## config.mk

```make
export PLATFORM = sky130hd
export DESIGN_NAME = mux_sel_arbiter
export DESIGN_NICKNAME = d
export VERILOG_FILES = /design/src/rtl/mux_sel_arbiter_pkg.sv /design/src/rtl/mux_sel_arbiter_rr_priority_pick.sv /design/src/rtl/mux_sel_arbiter.sv
export SDC_FILE = /design/constraint.sdc
export NUM_CORES = 1
export LEC_CHECK = 0
export ABC_CLOCK_PERIOD_IN_PS = 1600
export BUFFER_PORTS_ARGS = -buffer_cell sky130_fd_sc_hd__buf_4
export CORE_AREA = 10 10 57 59
export CTS_CLUSTER_DIAMETER = 120
export DETAILED_ROUTE_END_ITERATION = 8
export DIE_AREA = 0 0 67 69
export GPL_TIMING_DRIVEN = 0
export SYNTH_ARGS = -nofsm -noshare
export SYNTH_HDL_FRONTEND = slang
export SYNTH_SLANG_ARGS = --single-unit
```

## constraint.sdc

```tcl
create_clock -name clk -period 1.6 [get_ports clk]
set_input_delay 0.4 -clock clk [delete_from_list [all_inputs] [get_ports clk]]
set_output_delay 0.4 -clock clk [all_outputs]
set_load 0.01 [all_outputs]
```

## src/rtl/mux_sel_arbiter_pkg.sv

```systemverilog
// Shared constants and FSM state type for the mux select arbiter.
package mux_sel_arbiter_pkg;

    localparam int NUM_CH = 4;
    localparam int SEL_W  = 2;

    typedef enum logic {
        IDLE,
        BUSY
    } state_t;

    function automatic int cnt_width(input int max_burst);
        return (max_burst > 2) ? $clog2(max_burst) : 1;
    endfunction

endpackage

```

## src/rtl/mux_sel_arbiter_rr_priority_pick.sv

```systemverilog
// Rotating-priority encoder: first set req bit at or after ptr, modulo 4.
module rr_priority_pick
    import mux_sel_arbiter_pkg::*;
(
    input  logic [NUM_CH-1:0] req,
    input  logic [SEL_W-1:0]  ptr,
    output logic              found,
    output logic [SEL_W-1:0]  idx
);

    logic [SEL_W-1:0] cand;

    always_comb begin
        found = 1'b0;
        idx   = ptr;
        cand  = ptr;
        for (int k = 0; k < NUM_CH; k++) begin
            cand = ptr + SEL_W'(k);
            if (!found && req[cand]) begin
                found = 1'b1;
                idx   = cand;
            end
        end
    end

endmodule

```

## src/rtl/mux_sel_arbiter.sv

```systemverilog
// Round-robin burst arbiter driving the select of a downstream 4:1 mux.
module mux_sel_arbiter
    import mux_sel_arbiter_pkg::*;
#(
    parameter int MAX_BURST = 4
) (
    input  logic              clk,
    input  logic              rst,
    input  logic [NUM_CH-1:0] req,
    input  logic              out_ready,
    output logic [SEL_W-1:0]  sel,
    output logic [NUM_CH-1:0] grant,
    output logic              out_valid,
    output logic [NUM_CH-1:0] ack
);

    localparam int CNT_W = cnt_width(MAX_BURST);
    localparam logic [CNT_W-1:0] LAST = CNT_W'(MAX_BURST - 1);

    state_t            state_q, state_d;
    logic [SEL_W-1:0]  sel_q, sel_d;
    logic [SEL_W-1:0]  ptr_q, ptr_d;
    logic [CNT_W-1:0]  cnt_q, cnt_d;
    logic [NUM_CH-1:0] grant_q, grant_d;
    logic [SEL_W-1:0]  pick_idx;
    logic              pick_found;
    logic              hit;

    rr_priority_pick u_pick (
        .req   (req),
        .ptr   (ptr_q),
        .found (pick_found),
        .idx   (pick_idx)
    );

    always_comb begin
        state_d = state_q;
        sel_d   = sel_q;
        ptr_d   = ptr_q;
        cnt_d   = cnt_q;
        hit     = req[sel_q];
        unique case (state_q)
            IDLE: begin
                if (pick_found) begin
                    state_d = BUSY;
                    sel_d   = pick_idx;
                    cnt_d   = '0;
                end
            end
            BUSY: begin
                // Burst continues only on a transfer with the owner still asking.
                if (out_ready && hit && cnt_q != LAST) begin
                    cnt_d = cnt_q + 1'b1;
                end else if (out_ready || !hit) begin
                    state_d = IDLE;
                    ptr_d   = sel_q + 1'b1;
                end
            end
        endcase
        grant_d = (state_d == BUSY) ? (NUM_CH'(1) << sel_d) : '0;
    end

    always_ff @(posedge clk or posedge rst) begin
        if (rst) begin
            state_q <= IDLE;
            sel_q   <= '0;
            ptr_q   <= '0;
            cnt_q   <= '0;
            grant_q <= '0;
        end else begin
            state_q <= state_d;
            sel_q   <= sel_d;
            ptr_q   <= ptr_d;
            cnt_q   <= cnt_d;
            grant_q <= grant_d;
        end
    end

    assign sel       = sel_q;
    assign grant     = grant_q;
    assign out_valid = (state_q == BUSY);
    assign ack       = (out_valid && out_ready) ? grant_q : '0;

endmodule

```

After elaboration in Yosys (flattened, before gate mapping)

Index checks and enable logic that the tools add are counted.

$add $sub $neg: 5
$mul: 0
Divide/modulo/power cells: 0
$lt $le $gt $ge: 5
Equal/unequal tests: 3
Shift-type cells: 1
Mux-type cells: 28
Bitwise gates (word level): 2
Reduce and logical (&&, ||, !) cells: 13

Operator list:

| kind                | number |
|---|---|
| $lt 2x3->1 const B  | 5 |
| $mux 2              | 7 |
| $mux 1              | 12 |
| $bmux 1 s2          | 5 |
| $mux 4              | 2 |
| $add 2x1->2 const B | 3 |
| $logic_and 1x1->1   | 6 |
| $add 2x2->2 const B | 2 |
| $logic_not 1->1     | 4 |
| $ne 2x2->1 const B  | 2 |
| $pmux 2 s2          | 1 |
| $shl 1x2->4 const A | 1 |
| $reduce_and 3->1    | 1 |
| $ne 2x1->1 const B  | 1 |
| $not 1->1           | 2 |
| $pmux 1 s2          | 1 |
| $reduce_and 2->1    | 1 |
| $logic_or 1x1->1    | 1 |

Flip-flop bits (word level): 11
Latch bits: 0
RAM bits: 0
ROM bits: 0
Input bits: 7
Output and inout bits: 11
Memories kept: 0

Logic depth before layout (Yosys ltp)

Gate-level depths: netlist of the first run.

Depth after elaboration: 16
Gate-level depth with buffers: 4

Cells and area by module

Synthesis of the first run repeated with hierarchy kept, for this count alone.

Cell total of the unflattened synthesis: 82
Area total of the unflattened synthesis: 740.7 um^2

By module, submodules not included:

| module           | times used | cells an instance | area an instance (um^2) | sequential area each (um^2) |
|---|---|---|---|---|
| mux_sel_arbiter  | 1          | 66                | 644.4                   | 275.3 |
| rr_priority_pick | 1          | 16                | 96.3                    | 0.0 |

Worst setup path after synthesis of the first run

No wires, ideal clock.

Path kind: register -> register
Start: register sel_q[0], in the netlist sel[0]
End: register grant_q[3], in the netlist grant[3]
Data arrival time: 1.510 ns
Required time: 1.480 ns
Slack: -0.030 ns
Cell stages (with the launch flop): 5
Buffers on the path: 0
Period minus slack after synthesis: 1.630 ns
Path through: dfrtp_1 > mux4_2 > a21boi_4 > a21boi_4 > and3b_1

Longest elaborated chain between the ends: 8
Elaborated cells between the ends (all ways): 13
Those cells by class: shift (1); mux (8); reduce/logical (4)

RTL lines:

| item                         | line                  | source |
|---|---|---|
| from (decl)                  | mux_sel_arbiter.sv:21 | `logic [SEL_W-1:0] sel_q, sel_d;` |
| from (signal assigned)       | mux_sel_arbiter.sv:72 | `sel_q <= sel_d;` |
| $bmux 1 s2                   | mux_sel_arbiter.sv:41 | `hit = req[sel_q];` |
| $mux 1 (implied by the code) | mux_sel_arbiter.sv:41 |  |
| $logic_not 1->1              | mux_sel_arbiter.sv:54 | `end else if (out_ready \|\| !hit) begin` |
| $logic_or 1x1->1             | mux_sel_arbiter.sv:54 |  |
| $mux 1                       | mux_sel_arbiter.sv:54 |  |
| $mux 1                       | mux_sel_arbiter.sv:52 | `if (out_ready && hit && cnt_q != LAST) begin` |
| $pmux 1 s2                   | mux_sel_arbiter.sv:42 | `unique case (state_q)` |
| $mux 4 (*)                   | mux_sel_arbiter.sv:60 | `grant_d = (state_d == BUSY) ? (NUM_CH'(1) << sel_d) : '0;` |
| via grant_d[3]               | mux_sel_arbiter.sv:24 | `logic [NUM_CH-1:0] grant_q, grant_d;` |
| to (signal assigned)         | mux_sel_arbiter.sv:75 | `grant_q <= grant_d;` |
| to (decl)                    | mux_sel_arbiter.sv:24 |  |

The timed path passes the listed nets; every way through them passes the cells marked *. The select of a mux whose other input is x is not followed.
A chain may end at the register's enable or synchronous reset.

Worst setup path after layout of the first run

Ends and elaborated chain as after synthesis.

==> results of run 1 <==
## critical path, stage by stage, from the launching register on
cell and delay [ns]:
dfrtp_2 0.38, mux4_2 0.52, a21boi_4 0.18, a21boi_4 0.18
and3b_1 0.19
## layout make-up
| type | count | share of cell area, % |
|---|---|---|
| multi-input cells | 39 | 36.06 |
| flip-flops and latches | 11 | 31.27 |
| repair buffers | 23 | 21.41 |
| well taps | 28 | 3.944 |
| clock buffers | 3 | 2.535 |
| inverters | 6 | 2.535 |
| plain buffers | 1 | 1.690 |
| clock inverters | 1 | 0.5634 |
## registers in the layout (all words and copies together) (netlist names)
signal and cells:
cnt_q 2, sel 2, grant 4, ptr_q 2, out_valid 1
## per-stage QoR
| step | hold slack [ns] | cells | worst slack [ns] |
|---|---|---|---|
| after floorplan | 0.2524 | 57 | 0.02404 |
| after global placement | 0.4175 | 102 | -0.1044 |
| after detailed placement | 0.4250 | 102 | -0.1097 |
| after CTS | 0.1274 | 107 | 0.01109 |
| after global routing | 0.1395 | 112 | -0.01282 |
| final | 0.1196 | 112 | 0.04991 |
## path summary, 6_finish.rpt
path                               start        to  slack, ns  depth (start not counted)
worst min register to register  cnt_q[1]  cnt_q[1]       0.53                          2
worst min-delay path                 rst  cnt_q[0]       0.12                          2
max in group asynchronous            rst    sel[0]       1.16                          2
worst max register to register    sel[0]  grant[3]       0.05                          4
worst max-delay path              sel[0]  grant[3]       0.05                          4
min in group clk                cnt_q[1]  cnt_q[1]       0.53                          2
## Yosys cell counts
cell type and instances:
nor4_1 1, nand4b_1 1, a221o_1 1, o21ba_2 1, o31ai_2 1, clkbuf_1 1
or2_4 1, nor3b_2 1, a21oi_1 1, nor3_1 2, nor2b_1 2, nor2_1 2
inv_1 6, and3_1 4, xnor2_1 1, ha_1 1, a21boi_4 2, dfrtp_1 11
a2111oi_0 2, nand2b_1 2, mux4_2 1, and3b_1 1, o21ai_0 7, nand3_1 2
nor3b_1 2
## repair_timing
| action | CTS | global route |
|---|---|---|
| pin swaps | 0 | 1 |
| gates cloned | 0 | 1 |
| endpoints found under the setup margin | 7 | 7 |
| setup buffers | 1 | 4 |
| gates resized for setup | 4 | 4 |
## power groups by stage
stage / combinational [uW] / clock [uW] / sequential (uW)
2_1_floorplan: 459 / 0 / 518
3_3_place_gp: 706 / 0 / 514
3_5_place_dp: 720 / 0 / 511
4_1_cts: 774 / 198 / 498
5_1_grt: 1020 / 220 / 524
6_report: 933 / 188 / 509
## cells by family (layout without fill, tap and decap cells)
kind of cell	after synthesis	after routing	synth area share, %
AO/OA/AOI/OAI	15	15	20.90
XOR/XNOR	1	1	1.435
adder cells (fa/ha/maj)	1	1	2.049
buffers and inverters	7	34	4.302
flip-flops	11	11	45.08
multiplexers	1	1	3.688
AND/OR/NAND/NOR	21	21	22.54
## per-layer routing
metal | part of all wire (%) | up-vias | GRT usage (%)
li1 | - | 262 | -
met1 | 36 | 251 | 6.077
met2 | 58 | 7 | 12.13
met3 | 5.0 | 2 | 3.704
met4 | 1.1 | 0 | 2.941
met5 | 0 | - | 0
==> results.ini, run 1 <==
[cells_and_area]
most-common-layout-cells=buf_4 (22), dfrtp_1 (9), o21ai_0 (7)
post-route-util_pct=41.35
fillerInstances=210
flow.area_growth_from_synthesis_pct=45.49
final_cell_area_sq_um=888.4
sequential_cell_area_sq_um=277.8
diodes=0
final_net_count=93
layout_cells_sized_above_1_pct=46.43
multi_input_comb_area_sq_um=320.3
layout.cells.most_common=buf_4

[setup_path]
path_max_fanout=5
setup.worst_path.class=flip-flop to flip-flop
critical_path_arrival_ns=1.71
endpoint_kind=flip-flop
critical_path.startpoint_type=flip-flop
worst_ep_required_time_ns=1.76

[cts]
root_buffer=clkbuf_4
clock_tree.buffer_depth=2
clock_sinks=11
clkLatencyLatePin_ns=0.27
tritoncts.num_buffers=3
clkSlewWorstSetupHoldPaths_ns=0.07
cts_tree=done
htreeDepth=1
cts_hold_repair.buffers=0

[timing]
fin_tns_setup_ns=0
rsz_0062_raised_after_global_routing=true
final_period_minus_worst_setup_slack_ns=1.550
worst-slew-pin-transition_ns=0.4252
max_slew_violation_count=0
setup-violations-final=0
finalHoldViolations=0
maxSlewHeadroom_pct=71.62
period_share_pct=96.88
clock_skew_ns=0.004623
fmax_mhz=645.1

[floorplan]
die_w_microns=67
start_util_pct=28.42
std_cell_rows=17
floorplan.io_pins=18
chipHeight_microns=69
fp.coreArea_sq_um=2148
die_area_sq_um=4623

[synthesis]
netlist_instances=57
synth-seq-area-share_pct=45.08
postSynthRegisterBits=11
synth_area_leaders=dfrtp_1 (45%), a21boi_4 (6.1%), o21ai_0 (5.7%)
synthesis.nets=65
synth.largest_area_cell=dfrtp_1
synth.distinct_cells=25
post-synth-top-area-fraction_pct=45.08
synth.avg_cell_area_sq_um=10.71
mappedNetlistArea_sq_um=610.6
ys.warnings.count=0

[grt]
global_route.overflow_total=0
groute.usage.overall_pct=6.845
grt_max_degree=12
number_of_global_route_vias_before_repair=544
first_pass_grt_wire_length_microns=2456
antenna_found_initial=0

[worst_hold_path]
holdCritPathClass=primary input to async pin

[placement]
detailedPlacementHpwl_microns=1112
dpl-instance-area_sq_um=774.5
io_buffer_count=17
place.gp.congestion=0.8088

[drt]
postRouteWirelength_microns=1595
drt.antenna.violating_nets=0
post-route-drc-count=0
routed_via_density=4.661
route.vias.total=522
drt_pre_antenna_iters=4
post_drt_wl_per_cell_microns=14.24
dr.first_iter.drc_count=34

[status]
status=finished clean

[power]
internal_power_uw=1023
power-per-cell-area_nw_per_um2=1835
switchingPower_uw=607.1
share_seq_of_total_power_pct=31.2
clock_power_share_pct=11.6
static-leakage-power_uw=0.0004317
swShare_pct=37.25
post-layout-total-power_uw=1630
p_comb_share_pct=57.2
vdd_drop_max_v=0.0006620

[job]
timing.max_cap.violations=0

Note: power is estimated with default switching activity, not from simulation.
==> run 2, diff against run 1 <==
--- a/constraint.sdc
+++ b/constraint.sdc
@@ -3,2 +3,2 @@
 set_output_delay 0.4 -clock clk [all_outputs]
-set_load 0.01 [all_outputs]
+set_load 0.02 [all_outputs]
==> results.ini, run 2 (synthesis gave the netlist of run 1 again) <==
[cells_and_area]
most-common-layout-cells=buf_4 (22), dfrtp_1 (10), o21ai_0 (7)
largest_register_ffs=4
diodes=0
fillerInstances=214
final_net_count=92
flow.area_growth_from_synthesis_pct=42.42
layout_cells_sized_above_1_pct=43.37
layout.cells.most_common=buf_4

[setup_path]
timing.reg2reg.setup_slack_ns=0.07
cp_top_family=flip-flops
ff2ff_path_depth=4
max_stage_delay_ns=0.39
worst_ep_required_time_ns=1.20
cp_slowest_cell=dfrtp_1
path_max_fanout=10
worstPathCellList=clkbuf_8 > and3_1 > buf_4
timing.critical_path.buf_inv=2
critical_path_arrival_ns=1.16
critical_path.startpoint_type=flip-flop
timing.rr.start=sel[0]
endpoint_kind=output port
rr_endpoint=grant[3]
setup.worst_path.class=flip-flop to output port

[status]
status=finished clean

[timing]
rsz_0062_raised_after_global_routing=true
max_slew_violation_count=0
clock_skew_ns=0.003384
finalHoldWorstSlack_ns=0.1196
fmax_mhz=643.0
setup-violations-final=0
finalHoldViolations=0
maxSlewHeadroom_pct=71.46
final_period_minus_worst_setup_slack_ns=1.555
worst-slew-pin-transition_ns=0.4273
period_share_pct=97.21

[power]
static-leakage-power_uw=0.0004208
power-per-cell-area_nw_per_um2=1890
vdd_drop_max_v=0.0006135
post-layout-total-power_uw=1643

[drt]
routed_via_density=4.757
drt.antenna.violating_nets=0
dr.first_iter.drc_count=4
drt_pre_antenna_iters=2
post_drt_wl_per_cell_microns=13.79
route.vias.total=528
post-route-drc-count=0
postRouteWirelength_microns=1531

[placement]
detailedPlacementHpwl_microns=1172
place.gp.congestion=0.6902
io_buffer_count=17

[floorplan]
floorplan.io_pins=18
chipHeight_microns=69
fp.coreArea_sq_um=2148
die_area_sq_um=4623
die_w_microns=67
start_util_pct=28.42
std_cell_rows=17

[job]
timing.max_cap.violations=0

[cts]
root_buffer=clkbuf_4
cts_tree=done
clock_sinks=11
htreeDepth=1
tritoncts.num_buffers=3
clock_tree.buffer_depth=2
clkSlewWorstSetupHoldPaths_ns=0.07
clkLatencyLatePin_ns=0.27

[grt]
antenna_found_initial=0
global_route.overflow_total=0
grt_max_degree=12
number_of_global_route_vias_before_repair=549
groute.usage.overall_pct=6.849
first_pass_grt_wire_length_microns=2539

[worst_hold_path]
holdCritPathClass=primary input to async pin

[run 2: cell types whose count changed in the layout (fill, tap and decap cells not counted), sizes merged]
cell    change
clkinv      -1
buf         -1
clkbuf      +1
[run 2: where the power goes]
part           switching, uW  leakage, uW  internal [uW]
combinational            475     0.000266            489
clock                   91.6    0.0000150           96.4
sequential              90.4     0.000140            401
total                    657     0.000421            986
[run 2: layer usage]
| metal | up-vias | wire [microns] | global-route usage, % |
|---|---|---|---|
| met5 | - | 0 | 0 |
| met4 | 0 | 0 | 1.357 |
| met3 | 0 | 76 | 3.221 |
| met2 | 9 | 854 | 12.66 |
| met1 | 258 | 601 | 6.550 |
| li1 | 261 | - | - |
[run 2: metrics by stage]
step           worst slack (ns)  utilization, %  instance area [sq um]  instances  setup TNS [ns]
3_5_place_dp            -0.1086           36.05                  774.5        102         -0.1852
6_report                0.04467           40.48                  869.6        111               0
2_1_floorplan          0.001739               -                  611.8         57               0
5_1_grt               -0.002303           40.48                  869.6        111       -0.002303
4_1_cts                 0.03115           39.20                  842.1        110               0
3_3_place_gp           -0.09726           36.05                  774.5        102         -0.1424
[run 2: worst max path at each step]
| stage | slack, ns | startpoint | cells past startpoint | to |
|---|---|---|---|---|
| global route | -0.002 | out_valid | 3 | ack[1] |
| detailed placement | -0.11 | req[3] | 5 | grant[3] |
| finish | 0.04 | out_valid | 3 | ack[1] |
| floorplan | 0.002 | sel[0] | 4 | grant[3] |
| CTS | 0.03 | sel[0] | 4 | grant[3] |
| global placement | -0.1 | req[3] | 5 | grant[3] |
[run 2: worst register-to-register path, stage by stage (launching register included)]
cell,delay (ns)
dfrtp_2,0.38
mux4_2,0.52
a21boi_4,0.17
a21boi_4,0.16
and3b_1,0.20
[run 2: repair_timing]
| item | 4_1_cts | 5_1_grt |
|---|---|---|
| buffers inserted | 4 | 1 |
| pin swaps | 1 | 4 |
| resized for setup | 4 | 4 |
| setup endpoints to repair | 7 | 4 |
| hold buffers | 0 | 0 |
[run 2: cell type report]
class                      count  area [sq um]  share of cell area (%)
inverter                       6         22.52                   2.590
multi-input combinational     39         330.3                   37.99
buffer                         1         13.76                   1.583
tap                           28         35.03                   4.029
timing repair buffer          22         165.2                   18.99
clock buffer                   4         26.28                   3.022
sequential                    11         276.5                   31.80
